<file path="src/rtl/iomem_pkg.sv">
// Shared widths, FSM state encoding and command word layout for the iomem initiator.
package iomem_pkg;

   localparam int IOMEM_ADDR_W = 32;
   localparam int IOMEM_DATA_W = 32;
   localparam int IOMEM_STRB_W = 4;

   typedef enum logic [1:0] {
      ST_IDLE = 2'd0,
      ST_REQ  = 2'd1,
      ST_RSP  = 2'd2
   } iomem_state_t;

   // 68-bit FIFO word: {wstrb, wdata, addr}
   typedef struct packed {
      logic [IOMEM_STRB_W-1:0] wstrb;
      logic [IOMEM_DATA_W-1:0] wdata;
      logic [IOMEM_ADDR_W-1:0] addr;
   } iomem_cmd_t;

endpackage

</file>
<file path="src/rtl/iomem_cmd_fifo.sv">
// Synchronous command FIFO; full/empty come from the registered count only,
// so a same-cycle pop never frees space for a push in that cycle.
module iomem_cmd_fifo
   import iomem_pkg::*;
#(
   parameter int DEPTH = 4
) (
   input  logic                     clk,
   input  logic                     reset,
   input  logic                     push,
   input  iomem_cmd_t               din,
   input  logic                     pop,
   output iomem_cmd_t               dout,
   output logic                     full,
   output logic                     empty,
   output logic [$clog2(DEPTH):0]   count
);

   localparam int AW = $clog2(DEPTH);
   localparam int CW = AW + 1;

   iomem_cmd_t      mem [DEPTH];
   logic [AW-1:0]   wptr;
   logic [AW-1:0]   rptr;
   logic            do_push;
   logic            do_pop;

   assign full    = (count == CW'(DEPTH));
   assign empty   = (count == '0);
   assign do_push = push && !full;
   assign do_pop  = pop && !empty;
   assign dout    = mem[rptr];

   always_ff @(posedge clk) begin
      if (reset) begin
         wptr  <= '0;
         rptr  <= '0;
         count <= '0;
      end else begin
         if (do_push) wptr <= wptr + 1'b1;
         if (do_pop)  rptr <= rptr + 1'b1;
         case ({do_push, do_pop})
            2'b10:   count <= count + 1'b1;
            2'b01:   count <= count - 1'b1;
            default: count <= count;
         endcase
      end
   end

   always_ff @(posedge clk) begin
      if (do_push) mem[wptr] <= din;
   end

endmodule

</file>
<file path="src/rtl/iomem_initiator.sv">
// PicoSoC iomem bus master: queued commands in, one bus access at a time, response out.
// Optional statistics counters enabled by defining IOMEM_INIT_STATS_EN.
module iomem_initiator
   import iomem_pkg::*;
#(
   parameter int CMD_DEPTH      = 4,
   parameter int TIMEOUT_CYCLES = 255
) (
   input  logic                    clk,
   input  logic                    reset,
   input  logic                    cmd_valid,
   output logic                    cmd_ready,
   input  logic [IOMEM_ADDR_W-1:0] cmd_addr,
   input  logic [IOMEM_DATA_W-1:0] cmd_wdata,
   input  logic [IOMEM_STRB_W-1:0] cmd_wstrb,
   output logic                    rsp_valid,
   input  logic                    rsp_ready,
   output logic [IOMEM_DATA_W-1:0] rsp_rdata,
   output logic                    rsp_err,
   output logic                    rsp_write,
   output logic                    iomem_valid,
   input  logic                    iomem_ready,
   output logic [IOMEM_STRB_W-1:0] iomem_wstrb,
   output logic [IOMEM_ADDR_W-1:0] iomem_addr,
   output logic [IOMEM_DATA_W-1:0] iomem_wdata,
   input  logic [IOMEM_DATA_W-1:0] iomem_rdata,
   output logic                    busy,
   output logic [15:0]             stat_done,
   output logic [15:0]             stat_tmo
);

   localparam logic [15:0] TMO_LAST = 16'(TIMEOUT_CYCLES - 1);

   iomem_state_t                  state;
   logic [15:0]                   tmo_cnt;
   iomem_cmd_t                    cmd_in;
   iomem_cmd_t                    head;
   logic                          fifo_full;
   logic                          fifo_empty;
   logic [$clog2(CMD_DEPTH):0]    fifo_count;
   logic                          pop;
   logic                          timeout_hit;
   logic                          rsp_hs;

   assign cmd_in      = '{wstrb: cmd_wstrb, wdata: cmd_wdata, addr: cmd_addr};
   assign cmd_ready   = !fifo_full;
   assign pop         = (state == ST_IDLE) && !fifo_empty;
   assign busy        = (state != ST_IDLE) || (fifo_count != '0);
   assign timeout_hit = (state == ST_REQ) && !iomem_ready && (tmo_cnt == TMO_LAST);
   assign rsp_hs      = (state == ST_RSP) && rsp_ready;

   iomem_cmd_fifo #(.DEPTH(CMD_DEPTH)) u_fifo (
      .clk   (clk),
      .reset (reset),
      .push  (cmd_valid),
      .din   (cmd_in),
      .pop   (pop),
      .dout  (head),
      .full  (fifo_full),
      .empty (fifo_empty),
      .count (fifo_count)
   );

   always_ff @(posedge clk) begin
      if (reset) begin
         state       <= ST_IDLE;
         tmo_cnt     <= '0;
         iomem_valid <= 1'b0;
         iomem_addr  <= '0;
         iomem_wdata <= '0;
         iomem_wstrb <= '0;
         rsp_valid   <= 1'b0;
         rsp_err     <= 1'b0;
         rsp_rdata   <= '0;
         rsp_write   <= 1'b0;
      end else begin
         case (state)
            ST_IDLE: begin
               if (!fifo_empty) begin
                  iomem_valid <= 1'b1;
                  iomem_addr  <= head.addr;
                  iomem_wdata <= head.wdata;
                  iomem_wstrb <= head.wstrb;
                  tmo_cnt     <= '0;
                  state       <= ST_REQ;
               end
            end
            ST_REQ: begin
               // ready takes priority over a timeout landing on the same edge
               if (iomem_ready) begin
                  rsp_rdata   <= (iomem_wstrb == '0) ? iomem_rdata : '0;
                  rsp_err     <= 1'b0;
                  rsp_write   <= |iomem_wstrb;
                  rsp_valid   <= 1'b1;
                  iomem_valid <= 1'b0;
                  state       <= ST_RSP;
               end else if (timeout_hit) begin
                  rsp_rdata   <= '0;
                  rsp_err     <= 1'b1;
                  rsp_write   <= |iomem_wstrb;
                  rsp_valid   <= 1'b1;
                  iomem_valid <= 1'b0;
                  state       <= ST_RSP;
               end else begin
                  tmo_cnt <= tmo_cnt + 1'b1;
               end
            end
            ST_RSP: begin
               if (rsp_ready) begin
                  rsp_valid <= 1'b0;
                  state     <= ST_IDLE;
               end
            end
            default: state <= ST_IDLE;
         endcase
      end
   end

`ifdef IOMEM_INIT_STATS_EN
   logic [15:0] done_q;
   logic [15:0] tmo_q;

   always_ff @(posedge clk) begin
      if (reset) begin
         done_q <= '0;
         tmo_q  <= '0;
      end else begin
         if (rsp_hs && done_q != 16'hFFFF)      done_q <= done_q + 1'b1;
         if (timeout_hit && tmo_q != 16'hFFFF)  tmo_q  <= tmo_q + 1'b1;
      end
   end

   assign stat_done = done_q;
   assign stat_tmo  = tmo_q;
`else
   logic unused_stats;
   assign unused_stats = rsp_hs;
   assign stat_done    = '0;
   assign stat_tmo     = '0;
`endif

endmodule

</file>
<file path="config.mk">
export PLATFORM = sky130hd
export DESIGN_NAME = iomem_initiator
export DESIGN_NICKNAME = d
export VERILOG_FILES = /design/src/rtl/iomem_pkg.sv /design/src/rtl/iomem_cmd_fifo.sv /design/src/rtl/iomem_initiator.sv
export SDC_FILE = /design/constraint.sdc
export NUM_CORES = 1
export LEC_CHECK = 0
export ABC_AREA = 1
export BUFFER_PORTS_ARGS = -buffer_cell sky130_fd_sc_hd__buf_4
export CORE_MARGIN = 5
export CORE_UTILIZATION = 40
export DETAILED_ROUTE_END_ITERATION = 12
export GPL_TIMING_DRIVEN = 0
export PLACE_DENSITY = 0.63
export RECOVER_POWER = 25
export SYNTH_ARGS = -nofsm -noshare
export SYNTH_HDL_FRONTEND = slang
export SYNTH_HIERARCHICAL = 1
export SYNTH_SLANG_ARGS = --single-unit
</file>
<file path="constraint.sdc">
create_clock -name clk -period 3.8 [get_ports clk]
set_input_delay 0.38 -clock clk [delete_from_list [all_inputs] [get_ports clk]]
set_output_delay 0.38 -clock clk [all_outputs]
set_load 0.01 [all_outputs]
</file>
After elaboration in Yosys (flattened, before gate mapping)
Memories as Yosys holds them, arrays and structs flattened. A register that Yosys moved wholly into a read port is not among the register bits.
Cells that the tools add are included.
{ "totals": {"ff_bits": 61, "mem_bits_rw": 272, "inputBits": 105, "output_inout_bits": 138, "word_cells": 79, "mem_count": 1} }
{ "op_classes": {"n_addsub": 5, "eq_ne": 11, "mux": 26, "n_bitwise": 1, "n_reduce_logical": 25} }
{ "mem_list": {"columns": ["memory", "depth", "width", "rd", "rd_ports_with_merged_regs", "write_ports", "line", "rtl"], "rows": [
  ["u_fifo.mem", 4, 68, 1, 1, 1, "iomem_cmd_fifo.sv:22", "iomem_cmd_t mem [DEPTH];"]
]} }
{ "ops": {"columns": ["operator", "n"], "rows": [
  ["$mux W32", 3],
  ["$mux W16", 3],
  ["$pmux W16 S2", 1],
  ["$add A16 B1 Y16 const B", 1],
  ["$eq A16 B8 Y1 const B", 1],
  ["$mux W1", 11],
  ["$reduce_bool A2 Y1", 5],
  ["$reduce_and A3 Y1", 3],
  ["$mux W2", 4],
  ["$ne A2 B2 Y1 const B", 4],
  ["$pmux W2 S3", 1],
  ["$pmux W3 S2", 1],
  ["$logic_and A1 B1 Y1", 5],
  ["$add A2 B1 Y2 const B", 2],
  ["$eq A2 B1 Y1 const B", 2],
  ["$eq A2 B2 Y1 const B", 2],
  ["$logic_not A4 Y1", 1],
  ["$pmux W1 S2", 2],
  ["$reduce_and A2 Y1", 2],
  ["$reduce_and A4 Y1", 1],
  ["$reduce_or A4 Y1", 1],
  ["$add A3 B1 Y3 const B", 1],
  ["$eq A3 B3 Y1 const B", 1],
  ["$logic_not A1 Y1", 3],
  ["7 further kinds", 7]
]} }

Logic depth before layout (Yosys ltp)
{ "logic_depth": {"depth_word": 6, "ltp_mapped": 18, "mapped_depth_nobuf": 16} }

Cells and area by module
Netlist, hierarchy kept.
{ "by_module_without_submodules": {"columns": ["module", "n_inst", "cells_each", "area_each_um2", "seq_area_each_um2"], "rows": [
  ["iomem_cmd_fifo", 1, 727, 10546.4, 8348.0],
  ["iomem_initiator", 1, 690, 5104.9, 2442.3]
]} }

Worst setup path before layout
No wires, ideal clock.
{ "synth_timing": {"path_kind": "register to register", "start": "reg u_fifo.count[1]", "end": "mem u_fifo/mem[0][0] (netlist name), enable pin", "setup_ns": 0.495, "arrival_time_ns": 3.558, "t_required_ns": 3.305, "slack_ns": -0.252, "stages_incl_launch_ff": 5, "n_path_buf": 0, "period_less_slack_ns": 4.052, "path_cell_list": "dfxtp_1 -> inv_1 -> nand3_1 -> nand2_1 -> nor2_1"} }
{ "synth_between": {"elab_chain_cells": 5} }
{ "synth_lines": {"columns": ["element", "line", "rtl"], "rows": [
  ["start: declaration", "iomem_cmd_fifo.sv:16", "output logic [$clog2(DEPTH):0] count"],
  ["start signal: assignment", "iomem_cmd_fifo.sv:43", "2'b10: count <= count + 1'b1;"],
  ["start signal: assignment", "iomem_cmd_fifo.sv:44", "2'b01: count <= count - 1'b1;"],
  ["start signal: assignment", "iomem_cmd_fifo.sv:45", "default: count <= count;"],
  ["$eq A3 B3 Y1", "iomem_cmd_fifo.sv:28", "assign full = (count == CW'(DEPTH));"],
  ["$logic_not A1 Y1", "iomem_cmd_fifo.sv:30", "assign do_push = push && !full;"],
  ["$logic_and A1 B1 Y1", "iomem_cmd_fifo.sv:30", null],
  ["$mux W1", "iomem_cmd_fifo.sv:51", "if (do_push) mem[wptr] <= din;"],
  ["$mux W1 (implied by the code)", "iomem_cmd_fifo.sv:51", null],
  ["end: declaration", "iomem_cmd_fifo.sv:22", null]
]} }
No other way between the ends.

Worst setup path after layout
{ "layout_timing": {"start": "reg u_fifo.count[0]", "end": "reg u_fifo.count[2]"} }
{ "layout_between": {"elab_chain_cells": 6, "elab_cells_between_ends": 13, "classes_between": "add/sub (2); eq/ne (3); mux (1); reduce/logical (7)"} }
{ "layout_lines": {"columns": ["element", "line", "rtl"], "rows": [
  ["$logic_not A3 Y1 *", "iomem_cmd_fifo.sv:29", "assign empty = (count == '0);"],
  ["named net fifo_empty", "iomem_initiator.sv:39", "logic fifo_empty;"],
  ["$logic_not A1 Y1 *", "iomem_initiator.sv:47", "assign pop = (state == ST_IDLE) && !fifo_empty;"],
  ["$logic_and A1 B1 Y1 *", "iomem_initiator.sv:47", null],
  ["named net pop", "iomem_initiator.sv:41", "logic pop;"],
  ["$logic_and A1 B1 Y1 *", "iomem_cmd_fifo.sv:31", "assign do_pop = pop && !empty;"],
  ["named net u_fifo.do_pop", "iomem_cmd_fifo.sv:26", "logic do_pop;"],
  ["$eq A2 B1 Y1 / $eq A2 B2 Y1 (equally long branches)", "iomem_cmd_fifo.sv:42", "case ({do_push, do_pop})"],
  ["$pmux W3 S2 / $reduce_bool A2 Y1 (equally long branches)", null, null]
]} }
The timed path passes the listed nets; every way through them passes the cells marked *.
A chain may end at the register's enable or synchronous reset.

==> reports/results.ini <==
[pwr]
powerDensity_nw_per_um2 = 677
peakVddDrop_uv = 449
power.total_mw = 13.6
p_leak_nw = 7.55

[clock_network]
htree_levels = 2
clk_pin_slew_ns = 0.06
ctsResizeCount = 0
clockBufferDepth = 3
cts_buffers = 43
clk_latency_ns = 0.58
holdBufCountCts = 60
cts_setup_buffers = 0
cts.sinks = 403
cts_tree = yes
cts_root_buf = clkbuf_16

[setup_path]
critPathMaxStageDelay_ns = 0.38
critPathMaxFanout = 12
startpoint_type = flop
criticalPathCategory = reg2reg
setup.worst_path.start = u_fifo/count[0]
arrival_ns = 3.36
r2r_slack_ns = 0.91
r2r-start = u_fifo/count[0]
crit_chain = inv_1 -> nand3_1 -> inv_1 -> or2_1 -> buf_6 -> clkinv_2 -> buf_4 -> inv_1 -> nor2_1 -> ha_1 -> inv_1 -> fa_1 -> inv_1 -> nand2_1 -> nand3_1 -> nand2_1 -> inv_1 -> nor2_1
critPathCaptureType = flop
cp_slowest_cell = fa_1
crit_path_frequent_cell = inv_1
cp.required_ns = 4.27

[placement]
dpl.cell_count = 2184
pre_cts_ws_ns = 0.905
numPortBuffers = 210
gp_congestion = 0.858
post_dp_cell_area_um2 = 18200
dpl.hpwl_um = 27100

[timing]
grt_setup_unrepaired = no
drv_slew = 0
hold_violations = 0
clock-skew-final_ns = 0.0188
finalSetupTns_ns = 0
relSlewSlack_pct = 43.9
worst_slack_ns = 0.907
tightest_slew_ns = 0.840
setup_violations = 0
max_freq_mhz = 346
fin_crit_ns = 2.89
fin_crit_sh_pct = 76.1
holdWs_ns = 0.0762

[run_status]
status = finished, final reports clean

[synthesis]
syn_area_um2 = 15700
synth_cell_type_count = 37
seq_area_frac_synth_pct = 68.9
avgSynthCellArea_um2 = 11.0
synthCells = 1417
synth_edf_count = 272
ys.flop_type = edfxtp_1
synth_seq_cells = 403
synthArstFlopShare_pct = 0
synth_warnings = 6

[die]
fp.coreArea_um2 = 38600
initial_core_util_pct = 40.5
rows = 72
fp.dieH_um = 208
io_pins = 243
dieArea_um2 = 43200
die_w_um = 208

[routing]
drc = 0
ant_nets = 0
wirelength_um = 41000
dr.pass1.iters = 5
wl_per_cell_um = 17.6
first_iter_violations = 717
via_per_inst = 4.89
vias = 11400

[grt]
grt_usage_pct = 18.2
gr-total-overflow = 0
antenna_found_initial = 4
grt_pass1_wl_um = 62900
grt_max_degree = 28
grt_pass1_vias = 11200

[job]
max_cap_violations = 0

[cells_and_area]
n_fill_cell = 3459
area_delta_synth_final_pct = 28.4
design_area_um2 = 20100
final_util_pct = 52.0
final_cell_count_no_fill = 2326
drive_gt1_share_pct = 18.8
layout.nets = 1884

[worst_hold_path]
min_from = iomem_rdata[25]
hp-class = in2reg

-- registers in the layout (all words and copies together) (netlist names), 3 cells and up, named ones only --
| signal | count |
|---|---|
| iomem_addr | 32 |
| iomem_wdata | 32 |
| iomem_wstrb | 4 |
| rsp_rdata | 32 |
| tmo_cnt | 16 |
| u_fifo/count | 3 |
| u_fifo/mem | 272 |
-- final timing paths --
kind / to / depth (start not counted)
hold reg to reg: rsp_rdata[12] / 2
setup reg to reg: u_fifo/count[2] / 18
setup / recovery: u_fifo/count[2] / 18
hold / removal: rsp_rdata[25] / 3
-- layout by cell type (no fill, tap or decap), types with 2 or more instances in the layout --
master         netlist  layout
clkinv_2             1       6
diode_2              0       2
clkbuf_2             9       9
clkinvlp_4           0       2
clkinv_8             0       2
bufinv_16            0       5
inv_2                2       2
inv_1               34      34
nor2_1             326     322
o21ai_1             26      26
o22ai_1             68      68
ha_1                 7       7
buf_6               17      17
clkbuf_1            29      91
o21bai_1             3       3
nor2_4               0       4
nand4_1              9       9
dlygate4sd3_1        0      60
xnor2_1              3       3
edfxtp_1           272     272
conb_1               1      32
clkinv_1             2       3
nor2_2               5       5
xor2_1               4       4
dfxtp_1            131     131
clkbuf_8             0       9
a21oi_1             55      55
nand2_1            142     142
clkbuf_16            0      43
nand2_2              2       2
nand3_1             14      14
buf_2               16      16
o21ai_0            185     185
buf_4               43     202
buf_12               0       8
-- layout make-up --
| cell class | count | area (µm²) | share of cell area (%) |
|---|---|---|---|
| Buffer | 114 | 748 | 3.72 |
| Timing Repair Buffer | 278 | 2150 | 10.7 |
| Clock inverter | 16 | 246 | 1.23 |
| Sequential cell | 403 | 10800 | 53.7 |
| Tap cell | 518 | 648 | 3.23 |
| Inverter | 40 | 156 | 0.778 |
| Multi-Input combinational cell | 891 | 4100 | 20.4 |
| Antenna cell | 2 | 5.00 | 0.0249 |
| Clock buffer | 64 | 1250 | 6.21 |
-- worst max-delay path: cells and delay by family (launching register included) --
kind          cells  cell delay [ns]
simple gates      7             0.75
flops             1             0.33
buf+inv           9             1.14
fa+ha+maj         2             0.56
-- synthesized netlist by cell type (9+ instances only) --
cell | count | share of area, %
buf_2 | 16 | 0.51
clkbuf_1 | 29 | 0.70
o22ai_1 | 68 | 2.7
nand4_1 | 9 | 0.36
buf_6 | 17 | 1.2
inv_1 | 34 | 0.82
dfxtp_1 | 131 | 17
edfxtp_1 | 272 | 52
a21oi_1 | 55 | 1.8
nand3_1 | 14 | 0.45
nand2_1 | 142 | 3.4
clkbuf_2 | 9 | 0.29
nor2_1 | 326 | 7.8
o21ai_0 | 185 | 5.9
o21ai_1 | 26 | 0.83
buf_4 | 43 | 2.1
-- kinds of logic after synthesis --
group | after synthesis | share of synthesized area, %
AOI/OAI and AO/OA | 338 | 11.4
xor gates and xnor gates | 7 | 0.392
adders and majority gates | 8 | 0.687
buffers and inverters | 154 | 5.78
DFF | 403 | 68.9
other | 1 | 0.0240
and+or+nand+nor | 506 | 12.8
-- where the power goes --
group | internal [mW] | total, mW | switching [mW]
Clock | 2.63 | 4.32 | 1.69
Combinational | 1.37 | 3.71 | 2.34
Sequential | 5.33 | 5.57 | 0.242
Total | 9.33 | 13.6 | 4.27
-- metal layers --
metal	share of wire, %	global-route usage [%]
met1	44	23.7
met2	48	30.9
met3	5.9	3.99
met4	1.9	5.23
met5	0.066	0
Power figures use the tool's default switching activity.
